$ cat src/rtl/complex_deser_1to4_pkg.sv
// Shared FFT datapath definitions for the 1-to-4 complex deserializer:
// sample format, lane count and lane index type.
package complex_deser_1to4_pkg;

  localparam int WL_DEF     = 14;          // MSB index of S3.11 words
  localparam int FRAC_BITS  = 11;
  localparam logic signed [WL_DEF:0] ONE = 15'sh0800;
  localparam int LANES      = 4;
  localparam int LANE_IDX_W = 2;

  typedef logic [LANE_IDX_W-1:0] lane_idx_t;

endpackage

$ cat src/rtl/complex_deser_1to4_if.sv
// Serial complex input stream plus registered four-lane parallel output.
// slave = deserializer, master = source/sink driving it.
interface complex_deser_1to4_if #(parameter int WL = 14);

  logic                 in_valid;
  logic                 in_ready;
  logic signed [WL:0]   in_real;
  logic signed [WL:0]   in_imag;
  logic                 frame_sync;
  logic                 out_valid;
  logic                 out_ready;
  logic signed [WL:0]   O0_real, O1_real, O2_real, O3_real;
  logic signed [WL:0]   O0_imag, O1_imag, O2_imag, O3_imag;
  logic                 partial_drop;

  modport slave (
    input  in_valid, in_real, in_imag, frame_sync, out_ready,
    output in_ready, out_valid, partial_drop,
           O0_real, O1_real, O2_real, O3_real,
           O0_imag, O1_imag, O2_imag, O3_imag
  );

  modport master (
    output in_valid, in_real, in_imag, frame_sync, out_ready,
    input  in_ready, out_valid, partial_drop,
           O0_real, O1_real, O2_real, O3_real,
           O0_imag, O1_imag, O2_imag, O3_imag
  );

endinterface

$ cat src/rtl/complex_deser_1to4_lane_decode.sv
// Write index to one-hot lane enable. DESER_BITREV_EN selects digit-reversed
// order (0,2,1,3); otherwise lanes are filled in natural order.
module lane_decode_1to4
  import complex_deser_1to4_pkg::*;
(
  input  lane_idx_t          idx_i,
  output logic [LANES-1:0]   en_o
);

  always_comb begin
    en_o = '0;
`ifdef DESER_BITREV_EN
    en_o[{idx_i[0], idx_i[1]}] = 1'b1;
`else
    en_o[idx_i] = 1'b1;
`endif
  end

endmodule

$ cat src/rtl/complex_deser_1to4.sv
// Serial-to-parallel complex demux: four accepted samples become one
// registered parallel group. Lane order is set by DESER_BITREV_EN.
module complex_deser_1to4
  import complex_deser_1to4_pkg::*;
#(
  parameter int WL = WL_DEF
) (
  input  logic                  clk,
  input  logic                  rst,
  complex_deser_1to4_if.slave   bus
);

  logic                         acc, done;
  lane_idx_t                    wr_cnt_q, wr_cnt_d, idx;
  logic [LANES-1:0]             lane_en;
  logic [LANES-2:0][WL:0]       st_re_q, st_im_q;
  logic [LANES-1:0][WL:0]       o_re_q, o_im_q;
  logic                         out_valid_q, partial_drop_q;

  // Only the group-completing sample can be back-pressured by a held output.
  assign bus.in_ready = (wr_cnt_q != 2'd3) || !out_valid_q || bus.out_ready;
  assign acc          = bus.in_valid && bus.in_ready;
  assign idx          = bus.frame_sync ? lane_idx_t'(0) : wr_cnt_q;
  assign done         = acc && !bus.frame_sync && (wr_cnt_q == 2'd3);
  assign wr_cnt_d     = bus.frame_sync ? lane_idx_t'(1) : wr_cnt_q + 2'd1;

  lane_decode_1to4 u_dec (
    .idx_i (idx),
    .en_o  (lane_en)
  );

  always_ff @(posedge clk or posedge rst) begin
    if (rst) begin
      wr_cnt_q       <= '0;
      st_re_q        <= '0;
      st_im_q        <= '0;
      o_re_q         <= '0;
      o_im_q         <= '0;
      out_valid_q    <= 1'b0;
      partial_drop_q <= 1'b0;
    end else begin
      partial_drop_q <= acc && bus.frame_sync && (wr_cnt_q != 2'd0);
      if (acc) wr_cnt_q <= wr_cnt_d;
      for (int l = 0; l < LANES-1; l++) begin
        if (acc && lane_en[l]) begin
          st_re_q[l] <= bus.in_real;
          st_im_q[l] <= bus.in_imag;
        end
      end
      if (done) begin
        o_re_q      <= {bus.in_real, st_re_q};
        o_im_q      <= {bus.in_imag, st_im_q};
        out_valid_q <= 1'b1;
      end else if (bus.out_ready) begin
        out_valid_q <= 1'b0;
      end
    end
  end

  assign bus.out_valid    = out_valid_q;
  assign bus.partial_drop = partial_drop_q;
  assign bus.O0_real = o_re_q[0];
  assign bus.O1_real = o_re_q[1];
  assign bus.O2_real = o_re_q[2];
  assign bus.O3_real = o_re_q[3];
  assign bus.O0_imag = o_im_q[0];
  assign bus.O1_imag = o_im_q[1];
  assign bus.O2_imag = o_im_q[2];
  assign bus.O3_imag = o_im_q[3];

endmodule

$ cat src/flat_wrapper.sv
// flat-port wrapper written by rule: the top's interface ports become plain ports
module complex_deser_1to4_flat import complex_deser_1to4_pkg::*;
#(
  parameter int WL = WL_DEF
)
  (clk, rst, bus_in_valid, bus_in_real, bus_in_imag, bus_frame_sync, bus_out_ready, bus_in_ready, bus_out_valid, bus_partial_drop, bus_O0_real, bus_O1_real, bus_O2_real, bus_O3_real, bus_O0_imag, bus_O1_imag, bus_O2_imag, bus_O3_imag);
  complex_deser_1to4_if #(.WL(WL)) bus_i ();
  input  logic clk;
  input  logic rst;
  input wire logic [$bits(bus_i.in_valid)-1:0] bus_in_valid;
  input wire logic [$bits(bus_i.in_real)-1:0] bus_in_real;
  input wire logic [$bits(bus_i.in_imag)-1:0] bus_in_imag;
  input wire logic [$bits(bus_i.frame_sync)-1:0] bus_frame_sync;
  input wire logic [$bits(bus_i.out_ready)-1:0] bus_out_ready;
  output wire logic [$bits(bus_i.in_ready)-1:0] bus_in_ready;
  output wire logic [$bits(bus_i.out_valid)-1:0] bus_out_valid;
  output wire logic [$bits(bus_i.partial_drop)-1:0] bus_partial_drop;
  output wire logic [$bits(bus_i.O0_real)-1:0] bus_O0_real;
  output wire logic [$bits(bus_i.O1_real)-1:0] bus_O1_real;
  output wire logic [$bits(bus_i.O2_real)-1:0] bus_O2_real;
  output wire logic [$bits(bus_i.O3_real)-1:0] bus_O3_real;
  output wire logic [$bits(bus_i.O0_imag)-1:0] bus_O0_imag;
  output wire logic [$bits(bus_i.O1_imag)-1:0] bus_O1_imag;
  output wire logic [$bits(bus_i.O2_imag)-1:0] bus_O2_imag;
  output wire logic [$bits(bus_i.O3_imag)-1:0] bus_O3_imag;
  assign bus_i.in_valid = bus_in_valid;
  assign bus_i.in_real = bus_in_real;
  assign bus_i.in_imag = bus_in_imag;
  assign bus_i.frame_sync = bus_frame_sync;
  assign bus_i.out_ready = bus_out_ready;
  assign bus_in_ready = bus_i.in_ready;
  assign bus_out_valid = bus_i.out_valid;
  assign bus_partial_drop = bus_i.partial_drop;
  assign bus_O0_real = bus_i.O0_real;
  assign bus_O1_real = bus_i.O1_real;
  assign bus_O2_real = bus_i.O2_real;
  assign bus_O3_real = bus_i.O3_real;
  assign bus_O0_imag = bus_i.O0_imag;
  assign bus_O1_imag = bus_i.O1_imag;
  assign bus_O2_imag = bus_i.O2_imag;
  assign bus_O3_imag = bus_i.O3_imag;
  complex_deser_1to4 #(.WL(WL)) u_core (.clk(clk), .rst(rst), .bus(bus_i));
endmodule
$ cat config.mk
export PLATFORM = sky130hd
export DESIGN_NAME = complex_deser_1to4_flat
export DESIGN_NICKNAME = d
export VERILOG_FILES = /design/src/rtl/complex_deser_1to4_pkg.sv /design/src/rtl/complex_deser_1to4_if.sv /design/src/rtl/complex_deser_1to4_lane_decode.sv /design/src/rtl/complex_deser_1to4.sv /design/src/flat_wrapper.sv
export SDC_FILE = /design/constraint.sdc
export NUM_CORES = 1
export LEC_CHECK = 0
export CORE_MARGIN = 2
export CORE_UTILIZATION = 28
export CTS_BUF_LIST = sky130_fd_sc_hd__clkbuf_4 sky130_fd_sc_hd__clkbuf_8
export CTS_CLUSTER_DIAMETER = 60
export DETAILED_ROUTE_END_ITERATION = 6
export MAX_ROUTING_LAYER = met4
export SYNTH_ARGS = -nofsm -noshare
export SYNTH_HDL_FRONTEND = slang
export SYNTH_SLANG_ARGS = --single-unit
$ cat constraint.sdc
create_clock -name clk -period 10.4 [get_ports clk]
set_clock_uncertainty 0.2 [all_clocks]
set_input_delay 2.08 -clock clk [delete_from_list [all_inputs] [get_ports clk]]
set_output_delay 2.08 -clock clk [all_outputs]
set_load 0.01 [all_outputs]
After elaboration in Yosys (flattened, before gate mapping)
Cells that the tools add are included.
{"block": "classes", "n_addsub": 1, "n_lt_le_gt_ge": 2, "n_eq_ne": 2, "n_mux": 6, "n_reduce_logical": 15}
{"operator": "$logic_and 1x1->1", "n": 9}
{"operator": "$mux 2", "n": 2}
{"operator": "$reduce_bool 2->1", "n": 2}
{"operator": "$lt 2x3->1 const B", "n": 1}
{"operator": "$mux 1", "n": 3}
{"operator": "$add 2x1->2 const B", "n": 1}
{"operator": "$demux 1 s2", "n": 1}
{"operator": "$eq 2x2->1 const B", "n": 1}
{"operator": "$ge 2x1->1 const B", "n": 1}
{"operator": "$logic_not 1->1", "n": 2}
{"operator": "$logic_or 1x1->1", "n": 2}
{"operator": "$ne 2x2->1 const B", "n": 1}
{"block": "totals", "reg_bits": 214, "inputBits": 35, "out_inout_bits": 123}

Depth between registers and ports, before layout
Gate-level depths: netlist of run 1.
{"block": "logic_depth", "ltp_word": 7, "mapped_depth": 6}

Modules after synthesis
From an unflattened synthesis of run 1, not the netlist that was laid out.
{"block": "hier_totals", "cells_unflattened": 470, "area_unflattened_um2": 8410.6}
{"module": "complex_deser_1to4", "n_inst": 1, "cells_each": 466, "area_per_inst_um2": 8384.3}
{"module": "lane_decode_1to4", "n_inst": 1, "cells_each": 4, "area_per_inst_um2": 26.3}

Least setup slack after synthesis of run 1
OpenSTA, ideal clock, no wires.
{"block": "synth_path", "path_type": "in2out", "startpoint": "input bus_out_ready", "endpoint": "output bus_in_ready", "arrival_time_ns": 2.325, "required_ns": 8.120, "slack_ns": 5.795, "stages": 1, "n_path_buf": 0, "cell_sequence": "nand3b_1"}
{"block": "synth_via", "elab_chain_cells": 1}
{"item": "start, declared", "line": "flat_wrapper.sv:14", "text": "input wire logic [$bits(bus_i.out_ready)-1:0] bus_out_ready;"}
{"item": "$logic_or 1x1->1", "line": "complex_deser_1to4.sv:21", "text": "assign bus.in_ready = (wr_cnt_q != 2'd3) || !out_valid_q || bus.out_ready;"}
{"item": "end, declared", "line": "flat_wrapper.sv:15", "text": "output wire logic [$bits(bus_i.in_ready)-1:0] bus_in_ready;"}
No other way between the ends.

Worst setup path after layout of run 1
Ends and elaborated chain as after synthesis.

==> flow_summary_export.csv, run 1 <==
group,metric,value,unit
status,status,"complete, no violations",
power,p_seq_frac,0.412,
yosys,synth_area_leaders,"dfrtp_1 63%, mux2_4 18%, mux2_2 15%, buf_12 2.6%, buf_2 0.53%",
yosys,synth_compound_area_frac,0.001467,
grt,grt_pass1_wl,28.66,mm
cts,cts_root_buf,"clkbuf_8",
cts,cts.clk_slew.worst_paths,0.06,ns
sta,final_max_slew_viol_count,0,
worst_setup_path,r2r-start,"u_core.wr_cnt_q[0]",
finish,drive_gt1_frac,0.4290,
cts,htreeDepth,2,
sta,setup_viol,0,
power,p_leak,4.916,nW
cts,ctsHoldBuffers,0,
hold_path,worstHoldPathType,"flip-flop to flip-flop",
placed_design,numPortBuffers,157,
placed_design,dp_hpwl,11.08,mm
sta,finalHoldViolCount,0,
finish,finalNetCount,690,
sta,finalCritPeriodShare,0.5398,
job,maxCapViolCount,0,
sta,worst_pin_slew,0.7891,ns
sta,fmax,0.1781,GHz
worst_setup_path,crit_arrival,3.33,ns
yosys,yosysSeqAreaShare,0.6279,
finish,n_antenna_cell,0,
worst_setup_path,crit_fanout,5,
floorplan,die_w,178.5,um
drt,drc_errors,0,
worst_setup_path,crit_family,"buffers and inverters",
floorplan,initial_core_util,0.2862,
power,switchingPower,927.0,uW
yosys,synth_xor_area_frac,0,
worst_setup_path,cp-end-kind,"output port",
finish,fin_util,0.3763,
yosys,syn_area_per_cell,18.22,um^2
floorplan,ios,158,
sta,slew_headroom,0.4740,
grt,grt-ovfl-total,0,
yosys,yosys.area.top_type_share,0.6279,
yosys,syn-num-nets,505,
yosys,postSynthRegisterBits,214,
grt,track_usage,0.1196,
drt,detailedRoute.firstIterationViolations,172,
grt,grt_antenna_before_repair,0,
worst_setup_path,ff2ff_path_depth,6,
finish,area_growth,31.49,%
yosys,synth_mux_area_frac,0.3237,
sta,min_period,5.614,ns
worst_setup_path,critPathSlowestCell,"clkdlybuf4s50_1",
cts,cts_resized,0,
yosys,netlist-cell-type-count,19,
yosys,synth_warnings,0,
yosys,synth-edff-count,0,
cts,post_cts_buffers,0,
worst_setup_path,cpMostUsedCell,"clkdlybuf4s50_1",
drt,first_pass_iters,4,
yosys,netlist_area,8528,um^2
sta,rsz0062_at_grt,"false",
worst_setup_path,path_cells,"clkdlybuf4s50_1 -> nand3b_1 -> clkdlybuf4s50_1",
yosys,synthFlopType,"dfrtp_1",
cts,cts_tree,"built",
floorplan,fp.dieH,178.5,um
drt,postRouteAntennaNets,0,
worst_setup_path,slowest_delay,0.58,ns
yosys,async_flop_share,1.000,
drt,routed_wl,18.17,mm
hold_path,min_delay_path_depth,1,
cts,cts.sinks,214,
yosys,yosys.area.top_type,"dfrtp_1",
placed_design,gp_congestion,0.6931,
drt,post_drt_wl_per_cell,16.94,um
yosys,syn_inst,468,
cts,cts_buffer_depth,3,
floorplan,rows,63,
yosys,synth-simple-area-share,0.009830,
floorplan,coreArea,29800,um^2
power,powerDensity,302.6,nW/um^2
sta,tns,0,ns
cts,cts_buffers,40,
worst_setup_path,critPathBufInv,2,
grt,grt_max_degree,104,
yosys,synth_adder_area_share,0.002934,
worst_setup_path,worstPathRequired,8.12,ns
cts,clk_latency,0.53,ns
yosys,synthTopCellsByCount,"214 x dfrtp_1, 110 x mux2_2, 100 x mux2_4",
drt,routed-via-count,4600,
power,p_sw_frac,0.2732,
power,combPwrFrac,0.341,
yosys,yosysMostFrequentCell,"dfrtp_1",
hold_path,whs_endpoint,"u_core.bus.O0_imag[0]",
worst_setup_path,r2r-end,"u_core.bus.O0_imag[3]",
worst_setup_path,worst-setup-path-type,"primary input to output port",
floorplan,die_area,31870,um^2
power,ir_drop,143.8,uV
grt,grt_pass1_vias,4997,
power,clockPowerShare,0.247,
worst_setup_path,cp-start-kind,"primary input",
yosys,synth_top_family_by_area,"multiplexers",
hold_path,hold_start,"u_core.st_im_q[0]",
drt,via_per_inst,4.287,
worst_setup_path,rrSetupSlack,7.30,ns
power,p_int,2.466,mW
per-layer routing:
| metal | part of all wire | global-route usage | wire [um] | up-vias |
|---|---|---|---|---|
| met4 | 0.020 | 0.03760 | 361 | 0 |
| met1 | 0.45 | 0.1557 | 8239 | 2392 |
| met2 | 0.43 | 0.1668 | 7824 | 145 |
| met3 | 0.096 | 0.05200 | 1747 | 34 |
| met5 | 0 | - | 0 | - |
| li1 | - | - | - | 2029 |
how the worst max path moves through the flow:
stage / end / from / cells past startpoint / slack [ns]
global route: bus_in_ready / bus_out_ready / 3 / 4.73
detailed placement: bus_in_ready / bus_out_ready / 3 / 4.79
finish: bus_in_ready / bus_out_ready / 3 / 4.79
global placement: bus_in_ready / bus_out_ready / 3 / 4.82
CTS: bus_in_ready / bus_out_ready / 3 / 4.79
floorplan: u_core.bus.O0_imag[0] / rst / 1 / 2.27
sequential cells by signal, summed over array words and instances (netlist names):
signal                   flops
u_core.bus.O3_imag          15
u_core.st_im_q              45
u_core.st_re_q              45
u_core.bus.O0_real          15
u_core.bus.O3_real          15
u_core.bus.O0_imag          15
u_core.wr_cnt_q              2
u_core.bus.O2_real          15
u_core.bus.O2_imag          15
u_core.bus.O1_real          15
u_core.bus.out_valid         1
u_core.bus.O1_imag          15
u_core.bus.partial_drop      1
placed cells by master (no fill, tap or decap):
cell	instances
dfrtp_1	214
clkdlybuf4s50_1	157
mux2_2	110
mux2_4	100
clkbuf_8	44
clkbuf_4	21
buf_4	8
nor2_1	3
clkinv_2	3
nor3b_1	2
nand2_1	2
nand2b_1	2
inv_1	2
mux2i_1	2
ha_1	2
nand3b_1	1
o211ai_1	1
nand4_1	1
nand3_2	1
nor3b_4	1
inv_8	1
o21ai_0	1
inv_6	1
clkinvlp_4	1
clkinv_4	1
bufinv_16	1
per-stage QoR:
stage,instance area [um^2],power (mW),worst slack [ns],cells,hold slack [ns]
after global placement,10380,2.562,4.817,1001,0.2824
after detailed placement,10380,2.582,4.793,1001,0.2854
after CTS,11210,3.454,4.785,1073,0.2977
after global routing,11210,3.602,4.735,1073,0.3021
after floorplan,8528,1.984,2.269,468,0.2736
final,11210,3.393,4.786,1073,0.2928
final cells by class:
cell class / count / area (um^2)
fill: 2857 / 18580
sequential: 214 / 5355
multi-input combinational: 229 / 2887
timing repair buffer: 165 / 1632
clock buffer: 65 / 763.2
tap: 390 / 488.0
clock inverter: 7 / 70.07
inverter: 3 / 18.77
power groups by stage:
stage          logic, mW  registers [mW]  clock network (mW)
2_1_floorplan      0.508            1.48                   0
3_3_place_gp        1.16            1.40                   0
3_5_place_dp        1.17            1.41                   0
4_1_cts             1.18            1.41               0.871
5_1_grt             1.24            1.45               0.912
6_report            1.16            1.40               0.838
logic make-up (layout without fill, tap and decap cells):
logic type,Yosys count,after routing
mux,212,212
flops,214,214
simple gates,13,13
fa+ha+maj,2,2
compound gates,2,2
buf+inv,25,240
(Power assumes the default switching activity.)
==> run 2: changes to the inputs <==
==> constraint.sdc (replaced) <==
create_clock -name clk -period 5.7 [get_ports clk]
set_clock_uncertainty 0.2 [all_clocks]
set_input_delay 1.14 -clock clk [delete_from_list [all_inputs] [get_ports clk]]
set_output_delay 1.14 -clock clk [all_outputs]
set_load 0.01 [all_outputs]
==> flow_summary_export.csv, run 2 (synthesis results as in run 1) <==
group,metric,value,unit
cts,cts_root_buf,"clkbuf_8",
worst_setup_path,worst-setup-path-type,"primary input to output port",
cts,cts_resized,0,
power,powerDensity,552.0,nW/um^2
sta,finalCritPeriodShare,0.6552,
sta,finalHoldViolCount,0,
hold_path,worstHoldPathType,"flip-flop to flip-flop",
grt,track_usage,0.1185,
placed_design,place_ws,1.841,ns
finish,post-route-cell-area,11250,um^2
floorplan,fp.dieH,178.5,um
cts,clk_latency,0.53,ns
cts,post_cts_buffers,0,
cts,cts.clk_slew.worst_paths,0.06,ns
worst_setup_path,crit_fanout,5,
finish,n_antenna_cell,0,
sta,setup_viol,0,
finish,layout_commonest_cell,"dfrtp_1",
finish,reg.largest.list,"u_core.st_im_q (45), u_core.st_re_q (45)",
worst_setup_path,crit_arrival,2.39,ns
placed_design,numPortBuffers,157,
worst_setup_path,slowest_delay,0.58,ns
sta,final_max_slew_viol_count,0,
sta,min_period,3.735,ns
placed_design,dp_hpwl,10.78,mm
floorplan,initial_core_util,0.2862,
placed_design,dp.cells,1000,
finish,area_growth,31.97,%
drt,post_drt_wl_per_cell,16.82,um
finish,instances_no_fill,1068,
worst_setup_path,cp-start-kind,"primary input",
worst_setup_path,cpMostUsedCell,"clkdlybuf4s50_1",
job,maxCapViolCount,0,
grt,grt_pass1_wl,28.62,mm
placed_design,postPlaceCellArea,10410,um^2
sta,tns,0,ns
drt,via_per_inst,4.288,
placed_design,gp_congestion,0.7226,
power,ir_drop,247.7,uV
power,p_total,6.212,mW
drt,postRouteAntennaNets,0,
cts,htreeDepth,2,
grt,grt_antenna_before_repair,0,
worst_setup_path,path_cells,"clkdlybuf4s50_1 -> nand3b_1 -> clkdlybuf4s50_1",
worst_setup_path,critPathBufInv,2,
floorplan,die_area,31870,um^2
grt,grt_pass1_vias,4902,
worst_setup_path,worstPathRequired,4.36,ns
drt,routed_wl,17.96,mm
finish,finalNetCount,688,
sta,worst_pin_slew,1.072,ns
finish,layout_common_cells,"214 x dfrtp_1, 157 x clkdlybuf4s50_1, 110 x mux2_2, 100 x mux2_4, 51 x clkbuf_8",
drt,routed-via-count,4580,
cts,cts_tree,"built",
floorplan,rows,63,
floorplan,coreArea,29800,um^2
power,p_leak,4.913,nW
grt,grt_max_degree,104,
floorplan,die_w,178.5,um
worst_setup_path,crit_family,"buffers and inverters",
grt,grt-ovfl-total,0,
status,status,"complete, no violations",
sta,fin_ws,1.965,ns
floorplan,ios,158,
worst_setup_path,cp-end-kind,"output port",
drt,drc_errors,0,
sta,rsz0062_at_grt,"false",
cts,cts_buffer_depth,3,
finish,drive_gt1_frac,0.4248,
cts,cts_buffers,39,
cts,cts.sinks,214,
sta,slew_headroom,0.2845,
drt,first_pass_iters,6,
cts,ctsHoldBuffers,0,
finish,fillCellCount,2811,
worst_setup_path,critPathSlowestCell,"clkdlybuf4s50_1",
sta,fmax,0.2677,GHz
drt,detailedRoute.firstIterationViolations,156,
[run 2: cell count changes in the layout (fill, tap and decap cells not counted), sizes merged]
cell      change
clkbuf        -3
clkinv        -2
clkinvlp      +2
buf           -1
inv           -1
[run 2: where the power goes]
group          switching (mW)  internal, mW  leakage [nW]
clock network           0.632         0.918         0.444
registers               0.366          2.18          2.61
logic                   0.688          1.42          1.86
[run 2: path summary, 6_finish.rpt]
check                                         from               endpoint  slack (ns)  cells after the start
max in group asynchronous                      rst  u_core.bus.O1_real[1]        3.82                      3
worst max-delay path                 bus_out_ready           bus_in_ready        1.97                      3
worst max register to register  u_core.wr_cnt_q[0]     u_core.st_re_q[39]        3.02                      4
min in group asynchronous                      rst     u_core.st_im_q[42]        0.91                      3
worst min register to register   u_core.st_im_q[5]  u_core.bus.O0_imag[5]        0.28                      1
worst min-delay path             u_core.st_im_q[5]  u_core.bus.O0_imag[5]        0.28                      1
[run 2: layer usage]
metal  GRT usage  vias to the layer above  part of all wire
met4     0.03184                        0             0.021
met3     0.05264                       33              0.10
met5           -                        -                 0
li1            -                     2027                 -
met1      0.1572                     2364              0.46
met2      0.1634                      156              0.42
[run 2: cell type report]
class / instances / area [um^2] / area share
Sequential cell: 214 / 5355 / 0.4758
Multi-Input combinational cell: 229 / 2887 / 0.2565
Timing Repair Buffer: 164 / 1662 / 0.1476
Clock buffer: 62 / 784.5 / 0.06971
Tap cell: 390 / 488.0 / 0.04336
Clock inverter: 6 / 63.81 / 0.005670
Inverter: 3 / 15.01 / 0.001334
[run 2: per-stage QoR]
step | utilization | hold WS (ns)
CTS | 0.3777 | 0.2879
floorplan | - | 0.2736
global placement | 0.3492 | 0.2827
finish | 0.3777 | 0.2799
detailed placement | 0.3492 | 0.2874
global route | 0.3777 | 0.3114
[run 2: worst register-to-register path: cells and delay by family (launching register included)]
family	cells	cell delay [ns]
AND/OR/NAND/NOR	2	1.06
multiplexers	1	0.63
adder cells (fa/ha/maj)	1	0.24
flip-flops	1	0.42
==> run 3: changes to the inputs <==
==> constraint.sdc (replaced) <==
create_clock -name clk -period 3.7 [get_ports clk]
set_clock_uncertainty 0.2 [all_clocks]
set_input_delay 0.74 -clock clk [delete_from_list [all_inputs] [get_ports clk]]
set_output_delay 0.74 -clock clk [all_outputs]
set_load 0.01 [all_outputs]
==> flow_summary_export.csv, run 3 (synthesis results as in run 1) <==
group,metric,value,unit
status,status,"complete, no violations",
sta,worst_pin_slew,0.5234,ns
sta,rsz0062_at_grt,"false",
cts,cts_resized,0,
sta,slew_headroom,0.6511,
worst_setup_path,cp-start-kind,"primary input",
hold_path,worstHoldPathType,"flip-flop to flip-flop",
placed_design,numPortBuffers,157,
grt,grt_max_degree,90,
finish,instances_no_fill,1080,
drt,first_pass_iters,4,
floorplan,initial_core_util,0.2862,
sta,fin_ws,0.7565,ns
floorplan,die_area,31870,um^2
floorplan,rows,63,
grt,grt_pass1_wl,28.46,mm
cts,clk_latency,0.53,ns
drt,postRouteAntennaNets,0,
grt,grt-ovfl-total,0,
placed_design,dp_hpwl,11.35,mm
grt,grt_antenna_before_repair,0,
job,maxCapViolCount,0,
finish,multiInputGateArea,2887,um^2
finish,finalNetCount,697,
cts,htreeDepth,2,
cts,cts_buffer_depth,3,
drt,post_drt_wl_per_cell,16.71,um
power,p_seq_frac,0.406,
power,p_leak,4.961,nW
finish,layout_common_cells,"214 x dfrtp_1, 157 x clkdlybuf4s50_1, 110 x mux2_2, 100 x mux2_4, 49 x clkbuf_8",
cts,ctsHoldBuffers,0,
cts,post_cts_buffers,0,
finish,post-route-cell-area,11360,um^2
sta,min_period,2.943,ns
sta,final_max_slew_viol_count,0,
sta,finalCritPeriodShare,0.7955,
grt,track_usage,0.1189,
finish,final-seq-area,5355,um^2
placed_design,dp.cells,1005,
floorplan,die_w,178.5,um
grt,grt_pass1_vias,4916,
drt,routed-via-count,4576,
power,powerDensity,853.9,nW/um^2
finish,fillCellCount,2810,
cts,cts_root_buf,"clkbuf_8",
cts,cts.sinks,214,
finish,n_antenna_cell,0,
placed_design,postPlaceCellArea,10460,um^2
worst_setup_path,worstPathRequired,2.76,ns
power,p_sw_frac,0.2715,
floorplan,fp.dieH,178.5,um
worst_setup_path,worst-setup-path-type,"primary input to output port",
power,ir_drop,399.4,uV
sta,hold_ws,0.2919,ns
floorplan,coreArea,29800,um^2
finish,area_growth,33.26,%
cts,cts_buffers,43,
finish,layout_commonest_cell,"dfrtp_1",
cts,cts.clk_slew.worst_paths,0.05,ns
power,combPwrFrac,0.335,
drt,routed_wl,18.05,mm
sta,fmax,0.3397,GHz
sta,finalHoldViolCount,0,
power,p_total,9.704,mW
finish,drive_gt1_frac,0.4348,
power,p_int,7.069,mW
worst_setup_path,crit_fanout,5,
finish,reg.largest.list,"u_core.st_im_q (45), u_core.st_re_q (45)",
drt,detailedRoute.firstIterationViolations,161,
placed_design,gp_congestion,0.6996,
power,clockPowerShare,0.259,
power,switchingPower,2.635,mW
drt,via_per_inst,4.237,
placed_design,place_ws,0.7740,ns
sta,setup_viol,0,
worst_setup_path,cp-end-kind,"output port",
floorplan,ios,158,
cts,cts_tree,"built",
worst_setup_path,crit_arrival,2.00,ns
drt,drc_errors,0,
[run 3: power by group through the flow]
stage          Combinational [mW]  Clock, mW  Sequential [mW]
2_1_floorplan                1.43          0             4.15
3_3_place_gp                 3.26          0             3.95
3_5_place_dp                 3.30          0             3.96
4_1_cts                      3.31       2.63             3.95
5_1_grt                      3.49       2.74             4.07
6_report                     3.25       2.51             3.94
[run 3: area by class of cell]
class | instances | share of cell area
sequential | 214 | 0.4712
inverter | 3 | 0.001321
tap | 390 | 0.04294
clock buffer | 64 | 0.06925
multi-input combinational | 229 | 0.2540
clock inverter | 11 | 0.01068
timing repair buffer | 169 | 0.1506
[run 3: metal layers]
layer,wire (um),track usage,vias up
met2,7478,0.1636,155
met1,8421,0.1560,2347
met4,316,0.03591,0
li1,-,-,2041
met5,0,-,-
met3,1833,0.05371,33
[run 3: metrics by stage]
stage / TNS [ns] / util
after floorplan: -5.169 / -
after global placement: 0 / 0.3509
after detailed placement: 0 / 0.3509
after CTS: 0 / 0.3814
after global routing: 0 / 0.3814
final: 0 / 0.3814
[run 3: worst max-delay path: stages]
cell,delay [ns]
clkdlybuf4s50_1,0.46
nand3b_1,0.21
clkdlybuf4s50_1,0.59
[run 3: worst paths after layout]
path,slack (ns),depth (start not counted),end,start
max in group asynchronous,2.15,3,u_core.bus.O2_real[12],rst
worst max-delay path,0.76,3,bus_in_ready,bus_out_ready
worst max register to register,1.46,5,u_core.bus.O0_real[8],u_core.wr_cnt_q[1]
worst min-delay path,0.29,1,u_core.bus.O0_real[3],u_core.st_re_q[3]
worst min register to register,0.29,1,u_core.bus.O0_real[3],u_core.st_re_q[3]
min in group asynchronous,0.33,2,u_core.st_im_q[25],rst
